`src/rtl/iic_cmd_sequencer.sv`:
```
// Walks a command ROM and feeds write/read/delay/end commands to the I2C master.
// One transaction in flight; reads are returned, timeouts are flagged sticky.
module iic_cmd_sequencer #(
  parameter logic [6:0] SLV_ADDR   = 7'h21,
  parameter int         ADDR_W     = 8,
  parameter int         DELAY_UNIT = 1000,
  parameter int         TIMEOUT    = 4096,
  parameter int         GAP        = 16
) (
  input  logic              clk_i,
  input  logic              rst_i,
  input  logic              start_i,
  output logic [ADDR_W-1:0] rom_addr_o,
  input  logic [17:0]       rom_data_i,
  output logic [6:0]        Slv_Addr_o,
  output logic [7:0]        Reg_Addr_o,
  output logic [7:0]        Data_o,
  output logic              wr_o,
  output logic              send_o,
  input  logic              iic_done_i,
  input  logic [7:0]        iic_rd_data_i,
  output logic [7:0]        rd_data_o,
  output logic              rd_valid_o,
  output logic              busy_o,
  output logic              done_o,
  output logic              error_o,
  output logic [ADDR_W-1:0] err_idx_o
);

  localparam int TW = $clog2(TIMEOUT + 1);
  localparam int GW = $clog2(GAP + 1);
  localparam int DW = 16 + $clog2(DELAY_UNIT + 1);

  localparam logic [3:0] S_IDLE   = 4'd0;
  localparam logic [3:0] S_FETCH  = 4'd1;
  localparam logic [3:0] S_DECODE = 4'd2;
  localparam logic [3:0] S_SEND   = 4'd3;
  localparam logic [3:0] S_WAIT   = 4'd4;
  localparam logic [3:0] S_GAP    = 4'd5;
  localparam logic [3:0] S_DELAY  = 4'd6;
  localparam logic [3:0] S_FINISH = 4'd7;
  localparam logic [3:0] S_FAIL   = 4'd8;

  logic [3:0]    state;
  logic [TW-1:0] tcnt;
  logic [GW-1:0] gcnt;
  logic [DW-1:0] dcnt;
  logic          last;

  assign last   = &rom_addr_o;
  assign send_o = (state == S_SEND);

  always_ff @(posedge clk_i or posedge rst_i) begin
    if (rst_i) begin
      state      <= S_IDLE;
      rom_addr_o <= '0;
      Slv_Addr_o <= '0;
      Reg_Addr_o <= '0;
      Data_o     <= '0;
      wr_o       <= 1'b0;
      rd_data_o  <= '0;
      rd_valid_o <= 1'b0;
      busy_o     <= 1'b0;
      done_o     <= 1'b0;
      error_o    <= 1'b0;
      err_idx_o  <= '0;
      tcnt       <= '0;
      gcnt       <= '0;
      dcnt       <= '0;
    end else begin
      rd_valid_o <= 1'b0;
      case (state)
        S_IDLE: begin
          if (start_i) begin
            state      <= S_FETCH;
            rom_addr_o <= '0;
            Slv_Addr_o <= SLV_ADDR;
            busy_o     <= 1'b1;
            done_o     <= 1'b0;
            error_o    <= 1'b0;
            err_idx_o  <= '0;
          end
        end
        S_FETCH: state <= S_DECODE;
        S_DECODE: begin
          unique case (rom_data_i[17:16])
            2'b00, 2'b01: begin
              Reg_Addr_o <= rom_data_i[15:8];
              Data_o     <= rom_data_i[7:0];
              wr_o       <= rom_data_i[16];
              state      <= S_SEND;
            end
            2'b10: begin
              dcnt  <= DW'(rom_data_i[15:0]) * DW'(DELAY_UNIT);
              state <= S_DELAY;
            end
            default: state <= S_FINISH;
          endcase
        end
        S_SEND: begin
          // the send cycle is the first cycle of the timeout window
          tcnt  <= TW'(1);
          state <= S_WAIT;
        end
        S_WAIT: begin
          if (iic_done_i) begin
            if (wr_o) begin
              rd_data_o  <= iic_rd_data_i;
              rd_valid_o <= 1'b1;
            end
            gcnt  <= '0;
            state <= S_GAP;
          end else if (tcnt == TW'(TIMEOUT - 1)) begin
            error_o   <= 1'b1;
            err_idx_o <= rom_addr_o;
            state     <= S_FAIL;
          end else begin
            tcnt <= tcnt + TW'(1);
          end
        end
        S_GAP: begin
          if (gcnt == GW'(GAP - 1)) begin
            if (last) begin
              state <= S_FINISH;
            end else begin
              rom_addr_o <= rom_addr_o + ADDR_W'(1);
              state      <= S_FETCH;
            end
          end else begin
            gcnt <= gcnt + GW'(1);
          end
        end
        S_DELAY: begin
          // zero and one both leave after a single cycle
          if (dcnt <= DW'(1)) begin
            if (last) begin
              state <= S_FINISH;
            end else begin
              rom_addr_o <= rom_addr_o + ADDR_W'(1);
              state      <= S_FETCH;
            end
          end else begin
            dcnt <= dcnt - DW'(1);
          end
        end
        S_FINISH: begin
          done_o <= 1'b1;
          busy_o <= 1'b0;
          state  <= S_IDLE;
        end
        S_FAIL: begin
          busy_o <= 1'b0;
          state  <= S_IDLE;
        end
        default: state <= S_IDLE;
      endcase
    end
  end

endmodule

```
`config.mk`:
```
export PLATFORM = sky130hd
export DESIGN_NAME = iic_cmd_sequencer
export DESIGN_NICKNAME = d
export VERILOG_FILES = /design/src/rtl/iic_cmd_sequencer.sv
export SDC_FILE = /design/constraint.sdc
export NUM_CORES = 1
export LEC_CHECK = 0
export CAP_MARGIN = 30
export CORE_ASPECT_RATIO = 0.9
export CORE_MARGIN = 5
export CORE_UTILIZATION = 50
export CTS_BUF_LIST = sky130_fd_sc_hd__clkbuf_4
export CTS_CLUSTER_DIAMETER = 50
export DETAILED_ROUTE_END_ITERATION = 16
export GPL_TIMING_DRIVEN = 0
export PLACE_DENSITY = 0.77
export SLEW_MARGIN = 10
export SYNTH_ARGS = -nofsm -noshare
export SYNTH_HDL_FRONTEND = slang
export SYNTH_SLANG_ARGS = --single-unit
```
`constraint.sdc`:
```
create_clock -name clk_i -period 4.9 [get_ports clk_i]
set_clock_uncertainty 0.15 [all_clocks]
set_input_delay 0.735 -clock clk_i [delete_from_list [all_inputs] [get_ports clk_i]]
set_output_delay 0.735 -clock clk_i [all_outputs]
set_load 0.005 [all_outputs]
```
==> results.json <==
{
  "status": "complete, no violations",
  "r2r_start": "state[3]",
  "slew_headroom_pct": 45.0,
  "rows": 42,
  "clkTransAtPathRegs_ps": 140,
  "critPathKind": "in2reg",
  "period_needed_ps": 4790,
  "worst_pin_slew_ps": 820,
  "slew_viol_final": 0,
  "hp-start": "error_o",
  "grt-ovfl-total": 0,
  "fin_crit_sh_pct": 97.7,
  "initial_core_util_pct": 51.3,
  "cp-end-kind": "register",
  "fmax_mhz": 209,
  "hold_viol_final": 0,
  "die_area_um2": 17800,
  "yosysWarnings": 0,
  "diodes": 0,
  "drt_iter0_drc": 464,
  "ys.flop_type": "dfrtp_1",
  "synth_async_sr_flop_share_pct": 100,
  "routed_wl_um": 17000,
  "p_per_area_nw_per_um2": 534,
  "reg2regPathDepth": 8,
  "syn2layout_area_growth_pct": 16.2,
  "cts_root_buf": "clkbuf_4",
  "worst-path-max-fanout": 7,
  "drt-vias-per-instance": 5.63,
  "insertion_delay_ps": 490,
  "cts_hold_buffers": 0,
  "worstPathArrival_ps": 5000,
  "cts_sinks": 94,
  "drt_pass1_iterations": 6,
  "placed_cells": 1070,
  "clockBufferDepth": 2,
  "fin_area_um2": 8840,
  "syn_area_per_cell_um2": 9.62,
  "portBuffers": 77,
  "grt_antenna_before_repair": 0,
  "routedWlPerCell_um": 15.7,
  "track_usage_pct": 20.0,
  "final_antenna_net_count": 0,
  "grt_max_degree": 60,
  "r2r-end": "dcnt[7]",
  "required_ps": 5110,
  "final_nets": 1024,
  "first_global_vias": 6041,
  "cts_max_level": 3,
  "power_w": 0.00472,
  "holdPathEnd": "error_o",
  "synth.distinct_cells": 73,
  "dr_total_vias": 6103,
  "hpwl_um": 12900,
  "die_y_um": 127,
  "synth-edff-count": 0,
  "final_cells": 1084,
  "core_um2": 14800,
  "num_io_pins": 83,
  "ys_ff_latch": 94,
  "postPlaceCellArea_um2": 8670,
  "max_cap_violations": 0,
  "route.detailed.drc": 0,
  "place.gp.congestion": 0.890,
  "die_x_um": 140,
  "grt_pass1_wl_um": 29600,
  "finalSetupViolCount": 0,
  "cts_tree": "yes",
  "drive_gt1_share_pct": 10.4,
  "power.leakage_nw": 3.95,
  "worst_ir_drop_vdd_mv": 0.309,
  "ys_seq_area_share_pct": 30.9,
  "cts_made_buffers": 9,
  "r2r_slack_ps": 1790,
  "min_path_type": "reg2reg",
  "holdPathStages": 1,
  "startpoint_type": "input pin",
  "syn_inst": 790,
  "netlist_area_um2": 7600
}
[sequential cells by signal, indices dropped and copies added (netlist names)]
signal / cells
Data_o: 8
Reg_Addr_o: 8
Slv_Addr_o: 1
busy_o: 1
dcnt: 26
done_o: 1
err_idx_o: 8
error_o: 1
gcnt: 5
rd_data_o: 8
rd_valid_o: 1
rom_addr_o: 8
state: 4
tcnt: 13
wr_o: 1
[worst max-delay path by stage]
stage	from	to	slack, ps
finish	rom_data_i[5]	dcnt[25]	110
floorplan	rom_data_i[3]	dcnt[22]	180
global route	rom_data_i[6]	dcnt[25]	-20
detailed placement	rom_data_i[2]	dcnt[22]	-890
global placement	rom_data_i[1]	dcnt[25]	-840
CTS	rom_data_i[4]	dcnt[22]	0.8
[repair_timing]
action | 4_1_cts | 5_1_grt
hold endpoints to repair | 0 | 0
gates resized for setup | 11 | 23
pin swaps | 3 | 2
setup endpoints to repair | 9 | 10
buffers inserted | 1 | 1
[worst max-delay path, cell delays in order]
cell and delay (ps):
clkdlybuf4s50_1 540, inv_2 120, fa_1 590, fa_1 450, fa_1 490, fa_1 510, inv_1 40, ha_1 410
a21oi_1 100, o21ai_0 210, a31oi_2 100, o21ai_2 270, mux2i_2 310, o211ai_1 110
[final cells by class]
type | instances | area, µm²
Fill cell | 1289 | 5980
Multi-Input combinational cell | 577 | 4820
Sequential cell | 94 | 2350
Timing Repair Buffer | 80 | 805
Inverter | 86 | 325
Tap cell | 198 | 248
Buffer | 33 | 174
Clock buffer | 9 | 67.6
Clock inverter | 7 | 48.8
[where the power goes]
part           internal [W]  total [W]  leakage [nW]  switching (W)
clock network      0.000106   0.000395        0.0665       0.000289
logic               0.00141    0.00310          2.68        0.00170
registers           0.00102    0.00122          1.20       0.000205
[cell usage after synthesis (8+ instances only)]
library cell  count  share of area [%]
a21o_1            8               0.79
a21oi_1          37                2.4
a22o_1           11                1.3
a31oi_1          11               0.91
and3_1            8               0.66
clkbuf_1         26                1.3
dfrtp_1          94                 31
fa_1             54                 14
ha_1             59                9.7
inv_1            86                4.2
mux2_2           26                3.9
nand2_1          51                2.5
nand2b_1          8               0.66
nand3_1          25                1.6
nor2_1           53                2.6
nor3_1           21                1.4
o21ai_0          33                2.2
o21ai_1          11               0.72
or3_1            11               0.91
xnor2_1           9                1.0
xor2_1           22                2.5
[kinds of logic after synthesis]
| group | synth area share, % |
|---|---|
| other | 0.0493 |
| AND/OR/NAND/NOR | 15.0 |
| flip-flops | 30.9 |
| multiplexers | 4.39 |
| XOR/XNOR | 3.57 |
| AO/OA/AOI/OAI | 15.4 |
| buffers and inverters | 6.73 |
| adder cells (fa/ha/maj) | 23.9 |
[layout by cell type (no fill, tap or decap), types with 4 or more instances in the layout]
master	netlist	layout
dfrtp_1	94	94
a211oi_1	5	5
inv_1	86	76
xor2_1	22	22
nand3_1	25	25
a21o_1	8	8
nand2_1	51	51
or4_1	5	5
o31ai_1	5	5
clkbuf_1	26	22
a31oi_1	11	10
fa_1	54	54
o21ai_0	33	30
a21oi_1	37	36
a22oi_1	4	4
conb_1	1	5
nor2_1	53	53
nand4_1	7	7
buf_4	7	9
clkdlybuf4s50_1	0	72
nor4_1	7	7
o22ai_1	6	6
inv_2	0	9
or3_1	11	11
and2_1	5	5
and3_1	8	8
o21ai_1	11	12
clkbuf_4	0	9
a22o_1	11	11
xnor2_1	9	9
o211ai_1	7	7
nor2b_1	5	5
mux2_2	26	26
nor3_1	21	20
nand2b_1	8	8
ha_1	59	56
[layer usage]
metal  vias up  global-route usage [%]  wire length [µm]
met5         -                       0                 0
met4         0                    4.90               217
met3        21                    5.38              1080
met1      2951                    29.0              7880
met2       174                    30.3              7870
li1       2957                       -                 -
[stage by stage]
stage	util (%)	setup WS, ps	setup TNS [ps]	hold WS, ps
after CTS	59.4	0.810	0	360
after global placement	58.3	-838	-10030	310
after detailed placement	58.5	-893	-8690	324
after global routing	59.6	-17.6	-17.6	380
after floorplan	-	177	0	300
final	59.6	113	0	350
Power figures use the tool's default switching activity.
